[src/rtl/ttl_mux_scan_pkg.sv]
// Shared constants for the scanned multiplexer: select-source modes and scan directions.
package ttl_mux_scan_pkg;

  typedef enum logic {
    MODE_DIRECT = 1'b0,
    MODE_SCAN   = 1'b1
  } mode_e;

  typedef enum logic {
    SCAN_DIR_UP   = 1'b0,
    SCAN_DIR_DOWN = 1'b1
  } scan_dir_e;

endpackage

[src/rtl/ttl_mux_scan_counter.sv]
// Modulo-MODULUS up/down scan counter with saturating load and a one-cycle wrap pulse.
module ttl_mux_scan_counter
  import ttl_mux_scan_pkg::*;
#(
  parameter int MODULUS      = 4,
  parameter int WIDTH_SELECT = $clog2(MODULUS)
) (
  input  logic                    Clk,
  input  logic                    Reset,
  input  logic                    Load,
  input  logic [WIDTH_SELECT-1:0] Load_value,
  input  logic                    Step,
  input  logic                    Dir,
  output logic [WIDTH_SELECT-1:0] Count,
  output logic                    Wrap
);

  localparam logic [WIDTH_SELECT-1:0] LAST = WIDTH_SELECT'(MODULUS - 1);

  // Load values past the last input clamp to it, so the counter never leaves range.
  function automatic logic [WIDTH_SELECT-1:0] sat_load(input logic [WIDTH_SELECT-1:0] v);
    return (v > LAST) ? LAST : v;
  endfunction

  always_ff @(posedge Clk) begin
    if (Reset) begin
      Count <= '0;
      Wrap  <= 1'b0;
    end else if (Load) begin
      Count <= sat_load(Load_value);
      Wrap  <= 1'b0;
    end else if (Step) begin
      if (Dir == SCAN_DIR_DOWN) begin
        if (Count == '0) begin
          Count <= LAST;
          Wrap  <= 1'b1;
        end else begin
          Count <= Count - 1'b1;
          Wrap  <= 1'b0;
        end
      end else begin
        if (Count == LAST) begin
          Count <= '0;
          Wrap  <= 1'b1;
        end else begin
          Count <= Count + 1'b1;
          Wrap  <= 1'b0;
        end
      end
    end else begin
      Wrap <= 1'b0;
    end
  end

endmodule

[src/rtl/ttl_mux_scan.sv]
// Multi-block N-input multiplexer with registered outputs; select comes from the
// Select port or from the internal scan counter.
module ttl_mux_scan
  import ttl_mux_scan_pkg::*;
#(
  parameter int BLOCKS       = 2,
  parameter int WIDTH_IN     = 4,
  parameter int WIDTH_SELECT = $clog2(WIDTH_IN)
) (
  input  logic                         Clk,
  input  logic                         Reset,
  input  logic [BLOCKS-1:0]            Enable_bar,
  input  logic                         Mode,
  input  logic [WIDTH_SELECT-1:0]      Select,
  input  logic                         Load,
  input  logic [WIDTH_SELECT-1:0]      Load_value,
  input  logic                         Step,
  input  logic                         Dir,
  input  logic [BLOCKS*WIDTH_IN-1:0]   A_2D,
  output logic [BLOCKS-1:0]            Y,
  output logic [WIDTH_SELECT-1:0]      Y_select,
  output logic                         Wrap
);

  logic [WIDTH_IN-1:0]     a_arr [BLOCKS];
  logic [WIDTH_SELECT-1:0] cnt;
  logic [WIDTH_SELECT-1:0] sel_eff;
  logic [BLOCKS-1:0]       y_next;

  for (genvar b = 0; b < BLOCKS; b++) begin : g_unpack
    assign a_arr[b] = A_2D[b*WIDTH_IN +: WIDTH_IN];
  end

  ttl_mux_scan_counter #(
    .MODULUS      (WIDTH_IN),
    .WIDTH_SELECT (WIDTH_SELECT)
  ) u_counter (
    .Clk        (Clk),
    .Reset      (Reset),
    .Load       (Load),
    .Load_value (Load_value),
    .Step       (Step),
    .Dir        (Dir),
    .Count      (cnt),
    .Wrap       (Wrap)
  );

  // Selects past the last input (non-power-of-two widths) yield 0 instead of X.
  function automatic logic pick(input logic [WIDTH_IN-1:0] row,
                                input logic [WIDTH_SELECT-1:0] s);
    logic r;
    r = 1'b0;
    for (int i = 0; i < WIDTH_IN; i++) begin
      if (s == WIDTH_SELECT'(i)) r = row[i];
    end
    return r;
  endfunction

  assign sel_eff = (Mode == MODE_SCAN) ? cnt : Select;

  always_comb begin
    y_next = '0;
    for (int b = 0; b < BLOCKS; b++) begin
      if (!Enable_bar[b]) y_next[b] = pick(a_arr[b], sel_eff);
    end
  end

  // Output register: shares its edge with the counter, so Y_select names the muxed input.
  always_ff @(posedge Clk) begin
    if (Reset) begin
      Y        <= '0;
      Y_select <= '0;
    end else begin
      Y        <= y_next;
      Y_select <= sel_eff;
    end
  end

endmodule
[config.mk]
export PLATFORM = sky130hd
export DESIGN_NAME = ttl_mux_scan
export DESIGN_NICKNAME = d
export VERILOG_FILES = /design/src/rtl/ttl_mux_scan_pkg.sv /design/src/rtl/ttl_mux_scan_counter.sv /design/src/rtl/ttl_mux_scan.sv
export SDC_FILE = /design/constraint.sdc
export NUM_CORES = 1
export LEC_CHECK = 0
export BUFFER_PORTS_ARGS = -buffer_cell sky130_fd_sc_hd__buf_2
export CORE_AREA = 2 2 39 41
export CTS_CLUSTER_SIZE = 40
export DETAILED_ROUTE_END_ITERATION = 10
export DIE_AREA = 0 0 41 43
export GPL_TIMING_DRIVEN = 0
export PLACE_DENSITY = 0.69
export SLEW_MARGIN = 20
export SYNTH_ARGS = -nofsm -noshare
export SYNTH_HDL_FRONTEND = slang
export SYNTH_SLANG_ARGS = --single-unit
[constraint.sdc]
create_clock -name Clk -period 3.2 [get_ports Clk]
set_clock_uncertainty 0.2 [all_clocks]
set_input_delay 0.16 -clock Clk [delete_from_list [all_inputs] [get_ports Clk]]
set_output_delay 0.16 -clock Clk [all_outputs]
set_load 0.1 [all_outputs]
==> results of run 1 <==
==> flip-flops by register name, indices dropped and copies added (netlist names) <==
register / count
Y: 2
Y_select: 2
u_counter.Count: 2
u_counter.Wrap: 1
==> cell type report <==
class,instances,share of cell area
buffer,1,0.01633
multi-input combinational,38,0.4265
clock buffer,3,0.03267
timing repair buffer,30,0.2686
clock inverter,1,0.007260
tap,16,0.02904
inverter,3,0.01633
sequential,7,0.2033
==> worst paths after layout <==
check	from	end	slack, ps	cells after the start
worst min register to register	u_counter.Count[0]	u_counter.Wrap	600	3
worst max-delay path	u_counter.Count[0]	u_counter.Count[1]	950	6
worst max register to register	u_counter.Count[0]	u_counter.Count[1]	950	6
worst min-delay path	Dir	u_counter.Wrap	8	3
==> worst register-to-register path: stages, from the launching register on <==
cell and delay (ps):
dfxtp_1 460, inv_1 130, ha_1 320, xnor2_1 130, a211o_1 290, a21oi_1 130
dlygate4sd3_1 550
==> cells in the mapped netlist <==
cell type  n
dfxtp_1    7
a21oi_1    4
a31oi_1    3
inv_1      3
nand2_1    3
nor2_1     3
a311oi_2   2
and4b_1    2
ha_1       2
mux2_4     2
nor2b_1    2
o21ai_1    2
o21ai_2    2
or2_2      2
a211o_1    1
a21o_1     1
a221oi_1   1
buf_6      1
nand2b_1   1
nand3_1    1
nand3b_1   1
nor3_2     1
nor3b_2    1
xnor2_1    1
==> cell families (layout without fill, tap and decap cells) <==
| group | Yosys count | count (layout) | share of synthesized area |
|---|---|---|---|
| xor+xnor | 1 | 1 | 0.01918 |
| buf+inv | 4 | 38 | 0.04931 |
| flops | 7 | 7 | 0.3068 |
| fa+ha+maj | 2 | 2 | 0.05479 |
| mux | 2 | 2 | 0.06576 |
| compound gates | 16 | 16 | 0.2658 |
| simple gates | 17 | 17 | 0.2383 |
==> per-stage QoR <==
step | cell area (µm²) | util
final | 689.4 | 0.4982
after global placement | 591.8 | 0.4277
after CTS | 689.4 | 0.4982
after global routing | 689.4 | 0.4982
after floorplan | 456.7 | -
after detailed placement | 591.8 | 0.4277
==> power by group through the flow <==
stage	clock network (W)	registers, W	logic (W)
after floorplan	0	0.000124	0.0000319
after global placement	0	0.0000995	0.0000788
after detailed placement	0	0.0000998	0.0000799
after CTS	0.0000825	0.0000980	0.0000875
after global routing	0.0000883	0.0000990	0.0000939
final	0.0000782	0.0000980	0.0000871
==> layer usage <==
metal / vias to the layer above / part of all wire / global-route usage
met5: - / 0 / 0
met4: 0 / 0.039 / 0.1467
met3: 4 / 0.086 / 0.03141
met2: 18 / 0.40 / 0.1875
met1: 189 / 0.47 / 0.1885
li1: 248 / - / -
==> impl_metrics.csv, run 1 <==
group,metric,value,unit
layout,finalNetCount,106,
routing,ant_nets,0,
global_route,overflow,0,
layout,instances_no_fill,99,
layout,multiInputGateArea,294.0,µm²
worst_setup_path,critPathRequiredTime,3200,ps
synth,synthTopCellsByArea,"dfxtp_1, a311oi_2, mux2_4",
power,power.density,381.9,mW/mm²
clocking,cts_buffer_depth,2,
worst_setup_path,cp_slowest_stage_delay,550,ps
clocking,clk-insertion-delay-late,250,ps
floorplan,die_x,41,µm
synth,ys_warn_count,0,
routing,avgViaCountPerCell,4.636,
layout,nFillCells,135,
worst_setup_path,critPathBufInv,2,
clocking,htree_num_levels,1,
worst_setup_path,cp_data_arrival_time,2250,ps
layout,n_antenna_cell,0,
floorplan,fp.coreArea,0.001384,mm²
layout,final_cell_mix,"buf_2, dfxtp_1, dlygate4sd3_1, a21oi_1",
routing,firstDrtPassIters,4,
floorplan,io_pins,25,
timing,hold_viol,0,
routing,wl_per_cell,10.48,µm
routing,num_vias,459,
flow_run,max_cap_viol_count,0,
power,p_total,0.0002633,W
synth,synth_cell_types,24,
routing,wirelength,1038,µm
global_route,grt_pass1_wl,1725,µm
timing,fmax,444.2,MHz
global_route,grt_pass1_vias,460,
routing,drt_iter0_drc,7,
timing,tightest_slew,484.1,ps
power,clkPwrFrac,0.297,
status,status,"finished, final reports clean",
floorplan,die-area,0.001763,mm²
layout,layout_commonest_cell,"buf_2",
timing,grt_setup_unrepaired,"no",
worst_setup_path,cp_top_family,"buffers and inverters",
synth,synth_nets,71,
power,power_frac_seq,0.372,
clocking,cts.clk_slew.worst_paths,50,ps
synth,yosys.area.top_type,"dfxtp_1",
timing,relSlewSlack,0.6795,
timing,worst_slack,948.7,ps
synth,ys_seq_elements,7,
worst_setup_path,worstSetupStartpointType,"flip-flop",
worst_setup_path,crit_chain,"inv_1 -> ha_1 -> xnor2_1 -> a211o_1 -> a21oi_1 -> dlygate4sd3_1",
clocking,postCtsResizedCells,0,
timing,fin_setup_tns,0,ps
synth,netlist_area,456.7,µm²
synth,synth_top_cell_area_share,0.3068,
power,combPwrFrac,0.331,
floorplan,die_h,43,µm
placed_design,portBuffers,23,
floorplan,num_rows,14,
global_route,grt_max_degree,10,
synth,synth.avg_cell_area,9.320,µm²
worst_setup_path,cp-end-kind,"flip-flop",
clocking,cts_setup_buffers,0,
timing,timing.final.crit_share,0.7035,
timing,post-route-min-period,2251,ps
synth,yosysSeqAreaShare,0.3068,
power,swShare,0.3368,
hold_path,hold_class,"primary input to flip-flop",
clocking,ctsHoldBuffers,7,
timing,setup_viol,0,
routing,drcViolationCount,0,
timing,whs,8.282,ps
power,p_leak,0.3251,nW
worst_setup_path,path_class,"flip-flop to flip-flop",
layout,area_growth,50.96,%
global_route,grt_antenna_before_repair,0,
placed_design,place.gp.congestion,0.8240,
placed_design,pre_cts_slack,1494,ps
global_route,grt_usage,0.1473,
layout,layout-drive-gt1-share,0.4578,
placed_design,dp_cells,88,
layout,seqCellArea,140.1,µm²
power,ir_worst_vdd,0.1362,mV
clocking,cts.sinks,7,
worst_setup_path,path_max_fanout,7,
power,internal_power,0.0001746,W
timing,slew_viol_final,0,
clocking,cts_root_buf,"clkbuf_4",
synth,synth_cells,49,
floorplan,start_util,0.3300,
clocking,cts_tree,"yes",
power,power.switching,0.00008868,W
clocking,cts_made_buffers,3,
worst_setup_path,crit_slowest_cell,"dlygate4sd3_1",
Note: power is estimated with default switching activity, not from simulation.
==> inputs of run 2 (changes only) <==
--- a/config.mk
+++ b/config.mk
@@ -11,7 +11,7 @@
 export DETAILED_ROUTE_END_ITERATION = 10
 export DIE_AREA = 0 0 41 43
 export GPL_TIMING_DRIVEN = 0
-export PLACE_DENSITY = 0.69
+export PLACE_DENSITY = 0.72
 export SLEW_MARGIN = 20
 export SYNTH_ARGS = -nofsm -noshare
 export SYNTH_HDL_FRONTEND = slang
==> constraint.sdc (replaced) <==
create_clock -name Clk -period 2.05 [get_ports Clk]
set_clock_uncertainty 0.2 [all_clocks]
set_input_delay 0.1025 -clock Clk [delete_from_list [all_inputs] [get_ports Clk]]
set_output_delay 0.1025 -clock Clk [all_outputs]
set_load 0.1 [all_outputs]
==> run 2 against run 1 <==
Die area did not move. Combinational power grew 70%. Utilization up 5.9 points. Sequential cell count did not move. Critical endpoint is now u_counter.Count[0]. Sequential share of layout area shrank 1.8 points. Largest power group unchanged. Largest cell class unchanged. Fmax rose by 16%.
==> impl_metrics.csv, run 2 (synthesis results as in run 1) <==
group,metric,value,unit
routing,drt_iter0_drc,9,
timing,timing.final.crit_share,0.9504,
worst_setup_path,cp_slowest_stage_delay,590,ps
worst_setup_path,cp-end-kind,"flip-flop",
timing,post-route-min-period,1948,ps
timing,fin_setup_tns,0,ps
clocking,clk-insertion-delay-late,250,ps
routing,ant_nets,0,
worst_setup_path,crit_slowest_cell,"dlygate4sd3_1",
layout,seqCellArea,142.6,µm²
routing,wl_per_cell,11.49,µm
global_route,overflow,0,
placed_design,pre_cts_slack,364.5,ps
timing,tightest_slew,483.5,ps
clocking,htree_num_levels,1,
layout,finalNetCount,114,
timing,fmax,513.3,MHz
hold_path,hold_end,"Y[0]",
routing,drcViolationCount,0,
worst_setup_path,cp_data_arrival_time,1930,ps
global_route,grt_antenna_before_repair,0,
clocking,cts_tree,"yes",
global_route,grt_usage,0.1662,
hold_path,hold_depth,3,
layout,final_cell_mix,"buf_2, dlygate4sd3_1, dfxtp_1, a21oi_1",
clocking,cts_buffer_depth,2,
layout,final_cell_area,770.7,µm²
worst_setup_path,r2r_slack,100,ps
floorplan,start_util,0.3300,
floorplan,fp.coreArea,0.001384,mm²
placed_design,place.gp.congestion,0.8242,
timing,whs,24.65,ps
worst_setup_path,critPathBufInv,2,
worst_setup_path,worst_r2r_path_depth,6,
flow_run,max_cap_viol_count,0,
global_route,grt_pass1_vias,517,
timing,hold_viol,0,
status,status,"finished, final reports clean",
worst_setup_path,worstSetupStartpointType,"flip-flop",
floorplan,num_rows,14,
layout,layout-drive-gt1-share,0.4286,
layout,layout_commonest_cell,"buf_2",
layout,n_antenna_cell,0,
clocking,cts_made_buffers,3,
hold_path,hold_class,"primary input to flip-flop",
clocking,cts_root_buf,"clkbuf_4",
placed_design,dp_hpwl,776.1,µm
floorplan,die-area,0.001763,mm²
global_route,grt_pass1_wl,2028,µm
placed_design,dp_cells,88,
layout,area_growth,68.77,%
timing,worst_slack,101.7,ps
worst_setup_path,r2r_end,"u_counter.Count[0]",
timing,setup_viol,0,
timing,relSlewSlack,0.6799,
worst_setup_path,path_class,"flip-flop to flip-flop",
layout,instances_no_fill,107,
layout,multiInputGateArea,294.0,µm²
hold_path,min-delay-start,"A_2D[1]",
floorplan,die_h,43,µm
worst_setup_path,crit_chain,"inv_1 -> ha_1 -> nand2_1 -> a21o_1 -> a221oi_1 -> dlygate4sd3_1",
routing,wirelength,1229,µm
routing,num_vias,530,
clocking,cts.clk_slew.worst_paths,50,ps
clocking,cts.sinks,7,
layout,nFillCells,124,
worst_setup_path,cp_top_family,"buffers and inverters",
routing,avgViaCountPerCell,4.953,
routing,firstDrtPassIters,4,
power,ir_worst_vdd,0.1915,mV
worst_setup_path,critPathRequiredTime,2040,ps
global_route,grt_max_degree,10,
floorplan,die_x,41,µm
power,power.density,553.7,mW/mm²
worst_setup_path,timing.rr.start,"u_counter.Count[0]",
clocking,cts_setup_buffers,0,
worst_setup_path,path_max_fanout,7,
layout,biggestRegsByFlops,"Y: 2 flops, Y_select: 2 flops, u_counter.Count: 2 flops",
timing,grt_setup_unrepaired,"no",
placed_design,portBuffers,23,
power,p_leak,0.3520,nW
floorplan,io_pins,25,
timing,slew_viol_final,0,
placed_design,place_area,591.8,µm²
-- run 2: changes by cell type in the layout (fill, tap and decap cells not counted) --
cell	previous run	this run
dlygate4sd3_1	7	15
dfxtp_1	7	5
dfxtp_2	0	2
clkbuf_1	0	1
clkinv_2	1	0
-- run 2: worst max-delay path by stage --
| stage | startpoint | end | cells past startpoint |
|---|---|---|---|
| after floorplan | u_counter.Count[0] | u_counter.Count[1] | 5 |
| after global placement | u_counter.Count[0] | u_counter.Count[1] | 5 |
| after detailed placement | u_counter.Count[0] | u_counter.Count[1] | 5 |
| after CTS | u_counter.Count[0] | u_counter.Count[0] | 6 |
| after global routing | u_counter.Count[0] | u_counter.Count[0] | 6 |
| final | u_counter.Count[0] | u_counter.Count[0] | 6 |
-- run 2: repair_timing --
item	in CTS	in global routing
gates resized for setup	0	2
hold endpoints to repair	7	0
setup endpoints to repair	0	1
hold buffers	15	0
-- run 2: metal layers --
layer | part of all wire | up-vias | GRT usage
met5 | 0 | - | 0
met4 | 0.015 | 0 | 0.1000
met3 | 0.050 | 2 | 0.01571
met2 | 0.52 | 20 | 0.2844
met1 | 0.41 | 241 | 0.1815
li1 | - | 267 | -
-- run 2: worst reg2reg max path, delay by kind of cell, from the launching register on --
kind                       cells  cell delay (ps)
AOI/OAI and AO/OA              2              420
adders and majority gates      1              150
buffers and inverters          2              700
DFF                            1              350
and+or+nand+nor                1               70
-- run 2: metrics by stage --
step           power (W)  utilization
2_1_floorplan  0.0002435            -
3_3_place_gp   0.0002776       0.4277
3_5_place_dp   0.0002793       0.4277
4_1_cts        0.0004286       0.5552
5_1_grt        0.0004508       0.5570
6_report       0.0004267       0.5570
-- run 2: where the power goes --
group	internal, W	switching [W]
clock network	0.0000743	0.0000507
logic	0.0000657	0.0000827
registers	0.000146	0.00000771
total	0.000286	0.000141
-- run 2: cell type report --
type                            instances  area share
Buffer                                  1     0.01461
Clock buffer                            4     0.03409
Sequential cell                         7      0.1851
Tap cell                               16     0.02597
Multi-Input combinational cell         38      0.3815
Inverter                                3     0.01461
Timing Repair Buffer                   38      0.3442
